`config.mk`:
```
export PLATFORM = sky130hd
export DESIGN_NAME = entry_accumulator_flat
export DESIGN_NICKNAME = d
export VERILOG_FILES = /design/src/rtl/cash_register_pkg.sv /design/src/rtl/entry_accumulator_if.sv /design/src/rtl/digit_append.sv /design/src/rtl/entry_accumulator.sv /design/src/flat_wrapper.sv
export SDC_FILE = /design/constraint.sdc
export NUM_CORES = 1
export LEC_CHECK = 0
export CAP_MARGIN = 5
export CORE_MARGIN = 8
export CORE_UTILIZATION = 64
export DETAILED_ROUTE_END_ITERATION = 12
export PLACE_DENSITY = 0.9
export SETUP_SLACK_MARGIN = 0.2
export SYNTH_ARGS = -nofsm -noshare
export SYNTH_HDL_FRONTEND = slang
export SYNTH_SLANG_ARGS = --single-unit
export TNS_END_PERCENT = 30
```
`constraint.sdc`:
```
create_clock -name Clock -period 11.75 [get_ports Clock]
set_clock_uncertainty 0.15 [all_clocks]
set_input_delay 1.175 -clock Clock [delete_from_list [all_inputs] [get_ports Clock]]
set_output_delay 1.175 -clock Clock [all_outputs]
set_load 0.005 [all_outputs]
```
`src/rtl/cash_register_pkg.sv`:
```
// Shared key codes, mode encodings and value limits for the cash-register entry path.
package cash_register_pkg;

    localparam int unsigned DEFAULT_MAXVAL = 9999;

    localparam logic [3:0] KEY_DIGIT_MAX = 4'd9;
    localparam logic [3:0] KEY_ADD       = 4'd10;
    localparam logic [3:0] KEY_TOTAL     = 4'd11;
    localparam logic [3:0] KEY_CLEAR     = 4'd12;
    localparam logic [3:0] KEY_VOID      = 4'd13;

    typedef enum logic [1:0] {
        MODE_IDLE    = 2'b00,
        MODE_ENTRY   = 2'b01,
        MODE_SHOWTOT = 2'b10,
        MODE_ERROR   = 2'b11
    } mode_e;

    // Largest value representable in w bits bounds the usable maximum.
    function automatic int unsigned cap_maxval(input int unsigned w, input int unsigned m);
        longint unsigned lim;
        lim = (64'd1 << w) - 64'd1;
        if (64'(m) > lim) return 32'(lim);
        return m;
    endfunction

endpackage

```
`src/rtl/entry_accumulator_if.sv`:
```
// Key input and display/total outputs of the entry accumulator.
interface entry_accumulator_if #(
    parameter int unsigned W = 13
);
    logic         KeyValid;
    logic [3:0]   KeyCode;
    logic [W-1:0] N;
    logic [W-1:0] Total;
    logic [7:0]   ItemCount;
    logic [1:0]   Mode;
    logic         Error;

    modport master (
        output KeyValid, KeyCode,
        input  N, Total, ItemCount, Mode, Error
    );

    modport slave (
        input  KeyValid, KeyCode,
        output N, Total, ItemCount, Mode, Error
    );
endinterface

```
`src/rtl/digit_append.sv`:
```
// Combinational decimal shift-in: entry*10 + digit, with a flag telling whether it stays within MAXV.
module digit_append #(
    parameter int unsigned W    = 13,
    parameter int unsigned MAXV = 8191
) (
    input  logic [W-1:0] entry,
    input  logic [3:0]   digit,
    output logic [W-1:0] result,
    output logic         fits
);
    localparam int unsigned WA = W + 4;

    logic [WA-1:0] wide;

    // W+4 bits hold (2^W-1)*10+9 without overflow.
    assign wide   = (WA'(entry) * WA'(10)) + WA'(digit);
    assign fits   = (wide <= WA'(MAXV));
    assign result = wide[W-1:0];
endmodule

```
`src/rtl/entry_accumulator.sv`:
```
// Cash-register entry FSM: builds the keyed value, accumulates the sale total and item count.
module entry_accumulator
    import cash_register_pkg::*;
#(
    parameter int unsigned W      = 13,
    parameter int unsigned MAXVAL = DEFAULT_MAXVAL
) (
    input  logic                Clock,
    input  logic                Reset,
    entry_accumulator_if.slave  bus
);
    localparam int unsigned MAXV = cap_maxval(W, MAXVAL);
    localparam int unsigned WS   = W + 1;

    mode_e        state;
    logic [W-1:0] entry;
    logic [W-1:0] total;
    logic [7:0]   count;
    logic [W-1:0] n_q;
    logic         err_q;

    logic [W-1:0]  app_result;
    logic          app_fits;
    logic [WS-1:0] sum;
    logic [WS-1:0] diff;
    logic          is_digit;
    logic [W-1:0]  digit_val;

    digit_append #(.W(W), .MAXV(MAXV)) u_digit_append (
        .entry  (entry),
        .digit  (bus.KeyCode),
        .result (app_result),
        .fits   (app_fits)
    );

    // One guard bit on both paths so overflow and underflow are visible.
    assign sum       = WS'(total) + WS'(entry);
    assign diff      = WS'(total) - WS'(entry);
    assign is_digit  = (bus.KeyCode <= KEY_DIGIT_MAX);
    assign digit_val = W'(bus.KeyCode);

    always_ff @(posedge Clock) begin
        if (Reset) begin
            state <= MODE_IDLE;
            entry <= '0;
            total <= '0;
            count <= '0;
            n_q   <= '0;
            err_q <= 1'b0;
        end else if (bus.KeyValid) begin
            case (state)
                MODE_IDLE: begin
                    if (is_digit) begin
                        entry <= digit_val;
                        n_q   <= digit_val;
                        state <= MODE_ENTRY;
                    end else if (bus.KeyCode == KEY_TOTAL) begin
                        n_q   <= total;
                        state <= MODE_SHOWTOT;
                    end
                end
                MODE_ENTRY: begin
                    if (is_digit) begin
                        if (app_fits) begin
                            entry <= app_result;
                            n_q   <= app_result;
                        end
                    end else if (bus.KeyCode == KEY_CLEAR) begin
                        entry <= '0;
                        n_q   <= '0;
                        state <= MODE_IDLE;
                    end else if (bus.KeyCode == KEY_ADD) begin
                        n_q <= '0;
                        if (sum <= WS'(MAXV)) begin
                            total <= sum[W-1:0];
                            if (count != 8'hFF) count <= count + 8'd1;
                            entry <= '0;
                            state <= MODE_IDLE;
                        end else begin
                            state <= MODE_ERROR;
                            err_q <= 1'b1;
                        end
                    end else if (bus.KeyCode == KEY_VOID) begin
                        n_q <= '0;
                        if (!diff[W]) begin
                            total <= diff[W-1:0];
                            if (count != 8'h00) count <= count - 8'd1;
                            entry <= '0;
                            state <= MODE_IDLE;
                        end else begin
                            state <= MODE_ERROR;
                            err_q <= 1'b1;
                        end
                    end
                end
                MODE_SHOWTOT: begin
                    if (is_digit) begin
                        entry <= digit_val;
                        n_q   <= digit_val;
                        state <= MODE_ENTRY;
                    end else if (bus.KeyCode == KEY_CLEAR) begin
                        total <= '0;
                        count <= '0;
                        n_q   <= '0;
                        state <= MODE_IDLE;
                    end
                end
                MODE_ERROR: begin
                    if (bus.KeyCode == KEY_CLEAR) begin
                        total <= '0;
                        entry <= '0;
                        count <= '0;
                        n_q   <= '0;
                        err_q <= 1'b0;
                        state <= MODE_IDLE;
                    end
                end
                default: state <= MODE_IDLE;
            endcase
        end
    end

    assign bus.N         = n_q;
    assign bus.Total     = total;
    assign bus.ItemCount = count;
    assign bus.Mode      = state;
    assign bus.Error     = err_q;
endmodule

```
`src/flat_wrapper.sv`:
```
// flat-port wrapper written by rule: the top's interface ports become plain ports
module entry_accumulator_flat import cash_register_pkg::*;
#(
    parameter int unsigned W      = 13,
    parameter int unsigned MAXVAL = DEFAULT_MAXVAL
)
  (Clock, Reset, bus_KeyValid, bus_KeyCode, bus_N, bus_Total, bus_ItemCount, bus_Mode, bus_Error);
  entry_accumulator_if #(.W(W)) bus_i ();
  input  logic Clock;
  input  logic Reset;
  input wire logic [$bits(bus_i.KeyValid)-1:0] bus_KeyValid;
  input wire logic [$bits(bus_i.KeyCode)-1:0] bus_KeyCode;
  output wire logic [$bits(bus_i.N)-1:0] bus_N;
  output wire logic [$bits(bus_i.Total)-1:0] bus_Total;
  output wire logic [$bits(bus_i.ItemCount)-1:0] bus_ItemCount;
  output wire logic [$bits(bus_i.Mode)-1:0] bus_Mode;
  output wire logic [$bits(bus_i.Error)-1:0] bus_Error;
  assign bus_i.KeyValid = bus_KeyValid;
  assign bus_i.KeyCode = bus_KeyCode;
  assign bus_N = bus_i.N;
  assign bus_Total = bus_i.Total;
  assign bus_ItemCount = bus_i.ItemCount;
  assign bus_Mode = bus_i.Mode;
  assign bus_Error = bus_i.Error;
  entry_accumulator #(.W(W), .MAXVAL(MAXVAL)) u_core (.Clock(Clock), .Reset(Reset), .bus(bus_i));
endmodule
```
# Word-level counts from Yosys, hierarchy flattened
# Cells that the tools add are included.
[op_classes]
muxes = 58
add_sub_neg = 5
n_reduce_logical = 11
n_eq_ne = 26
magnitude_cmp = 3
multipliers = 1
[ops]
columns = ["cell", "count"]
rows = [
  ["$mux W13", 25],
  ["$mux W8", 10],
  ["$pmux W13 S3", 2],
  ["$pmux W13 S4", 1],
  ["$pmux W8 S3", 1],
  ["$mux W2", 10],
  ["$add A17 B4 Y17", 1],
  ["$le A17 B13 Y1 const B", 1],
  ["$eq A4 B4 Y1 const B", 4],
  ["$mul A13 B3 Y16 const B", 1],
  ["$reduce_and A8 Y1", 2],
  ["$add A13 B13 Y14", 1],
  ["$le A14 B13 Y1 const B", 1],
  ["$sub A13 B13 Y14", 1],
  ["$ne A3 B1 Y1 const B", 4],
  ["$ne A3 B3 Y1 const B", 4],
  ["$reduce_and A10 Y1", 1],
  ["$add A8 B1 Y8 const B", 1],
  ["$ne A8 B8 Y1 const B", 1],
  ["$pmux W2 S4", 1],
  ["$reduce_and A4 Y1", 2],
  ["$reduce_bool A8 Y1", 1],
  ["$sub A8 B1 Y8 const B", 1],
  ["$mux W1", 7],
  ["other kinds (16)", 20],
]
[word_totals]
regBits = 50
output_inout_bits = 37
inputBits = 7
word_cells = 110

# Longest topological paths before layout
# Gate-level depths: netlist of run 1.
[depth]
word_depth = 8
mapped_depth = 14
depth_no_buf = 12

# By module
# Synthesis of run 1 repeated with hierarchy kept, for this count alone.
[hier_totals]
hier_cells = 621
area_unflattened_um2 = 4852.2
[by_module_without_submodules]
columns = ["module", "cells_per_inst", "area_per_inst_um2", "seq_area_each_um2", "instances"]
rows = [
  ["entry_accumulator", 503, 3832.4, 1001.0, 1],
  ["digit_append", 118, 1019.7, 0.0, 1],
]

# Worst setup path after synthesis of run 1
# No wires, ideal clock.
[synth_path]
kind = "in2reg"
start = "input port bus_KeyCode[2]"
end = "register u_core.count[7] (netlist: u_core.bus.ItemCount[7])"
setup_time_ns = 0.075
n_path_buf = 3
t_required_ns = 11.525
path_slack_ns = 7.298
cell_stages = 13
t_arrival_ns = 4.228
cell_sequence = "clkbuf_1 nand4bb_1 clkbuf_1 clkbuf_1 ha_1 a21o_1 a21oi_1 o21bai_1 a2111oi_0 nor3_1 xnor2_1 or4_1 o22ai_1"
[synth_between]
elab_chain_len = 5
word_cells_on_any_way = 19
classes_between = "order compare (1); eq/ne (11); mux (6); reduce/logical (1)"
[synth_lines]
columns = ["item", "line", "source"]
rows = [
  ["from (decl)", "flat_wrapper.sv:12", "input wire logic [$bits(bus_i.KeyCode)-1:0] bus_KeyCode;"],
  ["parallel branches: the longest is 5 deep, another holds $le A4 B4 Y1", "--", ""],
  ["to (signal assigned)", "entry_accumulator.sv:76", "if (count != 8'hFF) count <= count + 8'd1;"],
  ["to (signal assigned)", "entry_accumulator.sv:87", "if (count != 8'h00) count <= count - 8'd1;"],
  ["to (decl)", "entry_accumulator.sv:18", "logic [7:0] count;"],
]
# Parallel ways; which one is timed is not known. The select of a mux whose other input is x is not followed.
# A chain may end at the register's enable or synchronous reset.

# Final worst setup path of run 1
[layout_path]
start = "input port bus_KeyCode[2]"
end = "register u_core.n_q[8] (netlist: u_core.bus.N[8])"
[layout_between]
elab_chain_len = 5
word_cells_on_any_way = 19
classes_between = "add/sub (1); order compare (2); eq/ne (7); mux (8); reduce/logical (1)"
[layout_lines]
columns = ["item", "line", "source"]
rows = [
  ["parallel branches: the longest is 5 deep, another holds $add A17 B4 Y17", "--", ""],
  ["to (signal assigned)", "entry_accumulator.sv:55", "n_q <= digit_val;"],
  ["to (signal assigned)", "entry_accumulator.sv:58", "n_q <= total;"],
  ["to (signal assigned)", "entry_accumulator.sv:66", "n_q <= app_result;"],
  ["to (decl)", "entry_accumulator.sv:19", "logic [W-1:0] n_q;"],
]
# Parallel ways; which one is timed is not known. The select of a mux whose other input is x is not followed.

==> results of run 1 <==
[synth_stat cells, types with 6 or more instances]
master,number
a211oi_1,6
a21o_1,12
a21oi_1,62
a22o_1,12
a31oi_1,12
clkbuf_1,30
dfxtp_1,50
ha_1,57
inv_1,39
nand2_1,58
nand2b_1,9
nand3_1,16
nand4_1,7
nor2_1,33
nor2b_1,10
nor3_1,22
o21a_1,7
o21ai_0,30
o31ai_1,9
or3_1,18
xnor2_1,17
xor2_1,9
[state kept, by name, summed over array words and instances (netlist names)]
name	flops
u_core.entry	13
u_core.bus.ItemCount	8
u_core.bus.N	13
u_core.bus.Total	13
u_core.bus.Error	1
u_core.bus.Mode	2
[power by group through the flow]
stage	clock (mW)	combinational, mW	sequential, mW
4_1_cts	0.115	0.328	0.210
6_report	0.114	0.334	0.211
3_5_place_dp	0	0.325	0.213
2_1_floorplan	0	0.244	0.203
3_3_place_gp	0	0.314	0.213
5_1_grt	0.122	0.366	0.212
[through the flow]
| stage | area [sq um] | utilization |
|---|---|---|
| after floorplan | 4980 | - |
| after global placement | 5420 | 0.709 |
| after detailed placement | 5420 | 0.709 |
| after CTS | 5520 | 0.722 |
| after global routing | 5520 | 0.722 |
| final | 5520 | 0.722 |
[logic make-up after synthesis]
family	after synthesis
AO/OA/AOI/OAI	216
AND/OR/NAND/NOR	206
multiplexers	2
buffers and inverters	78
adder cells (fa/ha/maj)	62
flip-flops	50
XOR/XNOR	27
[worst max-delay path, stage by stage]
cell and delay (ns):
clkdlybuf4s50_1 0.73, nand4bb_1 0.19, buf_4 0.36, inv_1 0.34, nor3_1 0.54, nor3_1 0.12, mux2_2 0.29, o311ai_0 0.13
nand3_1 0.49, a21oi_1 0.93, a22o_1 0.27
[path summary, 6_finish.rpt]
path / endpoint / slack [ns] / depth (start not counted)
min: u_core.bus.N[5] / 0.34 / 1
min reg2reg: u_core.bus.N[5] / 0.34 / 1
max reg2reg: u_core.bus.N[8] / 6.72 / 11
max: u_core.bus.N[8] / 6.29 / 11
[area by class of cell]
| class | instances | area, sq um | share of cell area |
|---|---|---|---|
| sequential | 50 | 1000 | 0.181 |
| tap | 102 | 128 | 0.0231 |
| multi-input combinational | 513 | 3670 | 0.665 |
| clock inverter | 3 | 28.8 | 0.00522 |
| timing repair buffer | 49 | 475 | 0.0862 |
| clock buffer | 5 | 68.8 | 0.0125 |
| inverter | 39 | 146 | 0.0265 |
[layer usage]
layer | vias to the layer above | part of all wire
met3 | 36 | 0.070
met2 | 230 | 0.48
met4 | 0 | 0.027
met1 | 2445 | 0.42
li1 | 2398 | -
met5 | - | 0
==> metrics, run 1 <==
status=completed; CTS tree=built; Worst Setup SP=bus_KeyCode[2]; antenna cells=0; Pleak=2.27 nW; Hold WS=0.342 ns; post-cts gate resize count=0; Sw Share=0.431; xor and xnor area share after synthesis=0.0490; Worst-path clk slew=about 0.11 ns; Syn Std Cell Area=about 0.005 sq mm; maximum clock frequency=approximately 180 MHz; GR Util met3=0.0372; core area=about 0.0076 sq mm; # Post-CTS Setup Buffers=0; ys flop type=dfxtp_1; die area=roughly 0.011 sq mm; Crit. End Element=register; row count=32; Net Sw Power=between 0.2 and 0.3 mW; drt wl/cell=between 15 and 20 um; final setup vio count=0; Root Buffer=clkbuf_8; ratio of cells with drive above 1 in the final layout=0.0501; Worst-Margin Slew=0.994 ns; DRT Pass-1 Iters=5; dpl ws=approximately 6.1 ns; IR drop worst, VDD=slightly above 0.00008 V; yosys warns=0; GPL Wtd Cong=approximately 0.94; worst hold path type=register to register; port bufs=between 40 and 50; fin crit share=0.465; via count=5,109; Critical Path RT=between 10 and 15 ns; Layout Cells excl Fill=761; Relative slew margins=0.337; Crit Path Category=input pin to register; post-synthesis cell type count=76; Final ANT Viol Nets=0; most frequent cells in the layout=a21oi_1, nand2_1, ha_1, dfxtp_1, clkdlybuf4s50_1; Pwr Density=119 mW/mm^2; Die Wd=104 um; Worst Setup Start Kind=input pin; clock tree sinks=50; DRT iter0 DRCs=a little over 400; mux contribution to synthesized area=0.00427; number of flops mapped to enable cells by yosys=0; unrepaired setup endpoints after global routing=false; Starting Density=0.651; Post-synth ARST share=0; register bit total from synthesis=50; Syn Nets=710; CTS Buffer Depth=2; crit path max fanout=35; Synth top area share=0.201; global-route wire length before repair=around 24 mm; vias per cell=~6.7; nets@finish=about 730; Area Overhead vs Synth=10.8%; H-tree depth=2; leading area contributor after synthesis=dfxtp_1; logic gate share of total power=0.507; setup TNS=0 ns; Final WS setup=roughly 6.3 ns; Max-Cap Viols=0; GR Util met1=0.331; Syn Area/Cell=7.77 sq um; Post-CTS Hold Buffers=0; P_int=0.375 mW; Min Clock Period, post-route=5.46 ns; detailed placement HPWL=~11 mm; synth top area cells=dfxtp_1, ha_1, a21oi_1; fillers=606; sequential share of power=0.320; die height=104 um; Adder-Cell Fraction of Synth Area=0.163; antenna violations before repair=0; post-synthesis sequential area ratio=0.201; drt drc=0; GRT Util Overall=0.266; Compound-Gate Fraction of Synth Area=0.302; Slew Viols, Final=0; TritonCTS Buffers=5; Syn Inst Count=about 640; GR peak layer=met2; Placed Cells=approximately 750; largest family of logic cells by synthesized area=compound AO/OA/AOI/OAI gates; share of total power in the clock network=0.173; total grt overflow=0; number of global-route vias before repair=around 4,800; Worst Min Path Start=u_core.bus.N[5]; # IOs=between 40 and 50; simple-gate share of the synthesized area=0.218; grt met2 use=0.459; launch point of the worst reg-to-reg path=u_core.entry[1]; most common cell after layout, fill and taps aside=a21oi_1; Total Power=between 0.6 and 0.7 mW; CP arrival=approximately 5.6 ns; drt total wl=about 15 mm; clk_lat worst skew=0.32 ns; Final Hold Viols=0; largest net degree at the start of global routing=50
No activity file was read; power rests on OpenSTA's default activity.
==> inputs of run 2 (changes only) <==
CORE_UTILIZATION = 59   (was 64)
PLACE_DENSITY = 0.84   (was 0.9)
clock period = 5.7 ns   (was 11.75 ns; I/O delays follow)
==> run 2 against run 1 <==
  * Non-clock buffer count did not move
  * First-iteration DRC count is 12% higher
  * Clock power grew 140%
  * Die area is 7.1% higher
  * Design area up 0.41%
  * Combinational power increased by 100%
  * Final cell count up 0.39%
  * Critical path type is now register to register
  * Worst hold slack gained 0.0050 ns
  * Critical path depth unchanged
==> metrics, run 2 (synthesized netlist as in run 1, its figures left out) <==
maximum clock frequency=roughly 210 MHz; worst flop-to-flop path endpoint=u_core.bus.N[6]; vias per cell=roughly 6.6; Critical Path RT=just under 6 ns; DRT Pass-1 Iters=5; WL met2=just under 7 mm; total grt overflow=0; fin crit share=0.838; CTS Buffer Depth=2; Starting Density=0.606; Relative slew margins=0.398; Hold WS=approximately 0.35 ns; final setup vio count=0; # Post-CTS Setup Buffers=0; Worst Setup SP=u_core.entry[1]; largest net degree at the start of global routing=50; global-route wire length before repair=between 20 and 25 mm; Post-CTS Hold Buffers=0; drt total wl=between 10 and 15 mm; Final Hold Viols=0; Final ANT Viol Nets=0; Worst Setup Start Kind=register; R2R setup slack=roughly 0.9 ns; launch point of the worst reg-to-reg path=u_core.entry[1]; GPL Wtd Cong=roughly 0.96; setup TNS=0 ns; Worst-Margin Slew=between 0.9 and 1 ns; Worst-path clk slew=about 0.10 ns; drt wl/cell=approximately 19 um; die area=0.0116 sq mm; Slew Viols, Final=0; most common cell after layout, fill and taps aside=a21oi_1; DRT iter0 DRCs=~450; crit path to=u_core.bus.N[6]; crit path max fanout=12; GRT Util Overall=0.250; Crit. End Element=register; clk_lat worst skew=roughly 0.32 ns; Die Wd=between 100 and 150 um; r2r worst-path depth=11; nets@finish=just over 700; H-tree depth=2; Root Buffer=clkbuf_8; TritonCTS Buffers=5; antenna violations before repair=0; core area=approximately 0.0082 sq mm; number of global-route vias before repair=around 5,000; # IOs=44; Crit Path Category=register to register; Pwr Density=between 200 and 250 mW/mm^2; antenna cells=0; worst hold path type=register to register; met3 wire length=950 um; status=completed; most frequent cells in the layout=a21oi_1, nand2_1, ha_1, dfxtp_1, clkdlybuf4s50_1; unrepaired setup endpoints after global routing=false; IR drop worst, VDD=approximately 0.00016 V; Area Overhead vs Synth=11.3%; M1 WL=~6.2 mm; Pleak=roughly 2.3 nW; via count=~5,000; drt drc=0; Min Clock Period, post-route=4.78 ns; DR top layer=met4; ratio of cells with drive above 1 in the final layout=0.0516; Max-Cap Viols=0; die height=108 um; CP arrival=slightly below 5 ns; row count=33; detailed placement HPWL=between 10 and 15 mm; clock tree sinks=50; CTS tree=built; port bufs=43; post-cts gate resize count=0
## run 2: cell count changes in the layout (fill, tap and decap cells not counted)
cell / delta
clkinv_4: -1
buf_2: +1
clkbuf_8: +1
inv_8: -1
bufinv_16: +1
clkdlybuf4s50_1: -1
## run 2: power breakdown
group	internal, mW	leakage [nW]	switching [mW]
sequential	0.379	0.406	0.0496
clock	0.145	0.0618	0.130
combinational	0.300	1.82	0.378
## run 2: layout make-up
cell class,instances,area (sq um)
fillers,723,2680
clock inverters,2,38.8
multi-input cells,513,3670
inverters,39,146
flip-flops and latches,50,1000
clock buffers,6,82.6
repair buffers,49,470
well taps,105,131
## run 2: layer usage
layer  up-vias  track usage
met1      2377        0.317
li1       2401            -
met3        45       0.0299
met5         -            0
met4         0        0.123
met2       204        0.409
## run 2: worst min-delay path by stage
stage / slack, ns / cells past startpoint / end / startpoint
floorplan: 0.32 / 1 / u_core.bus.N[5] / u_core.bus.N[5]
global placement: 0.32 / 1 / u_core.bus.N[12] / u_core.bus.N[12]
detailed placement: 0.32 / 1 / u_core.bus.N[5] / u_core.bus.N[5]
CTS: 0.34 / 1 / u_core.bus.N[5] / u_core.bus.N[5]
global route: 0.36 / 1 / u_core.bus.N[11] / u_core.bus.N[11]
finish: 0.35 / 1 / u_core.bus.N[5] / u_core.bus.N[5]
## run 2: worst max-delay path, cell delays in order (launching register included)
cell and delay (ns):
dfxtp_1 0.53, ha_1 0.30, ha_1 0.25, fa_1 0.47
a211oi_1 0.39, o211ai_1 0.18, o311ai_2 0.18, nand4b_4 0.16
o311ai_0 0.49, nand3_1 0.49, a21oi_1 0.85, a22o_1 0.28
## run 2: stage by stage
stage	instances	instance area [sq um]	total power [mW]	setup WS (ns)	util
after floorplan	641	4980	0.921	1.85	-
after global placement	756	5420	1.08	1.27	0.660
after detailed placement	756	5420	1.09	1.02	0.660
after CTS	764	5540	1.37	0.998	0.674
after global routing	764	5540	1.47	0.599	0.674
final	764	5540	1.38	0.924	0.674
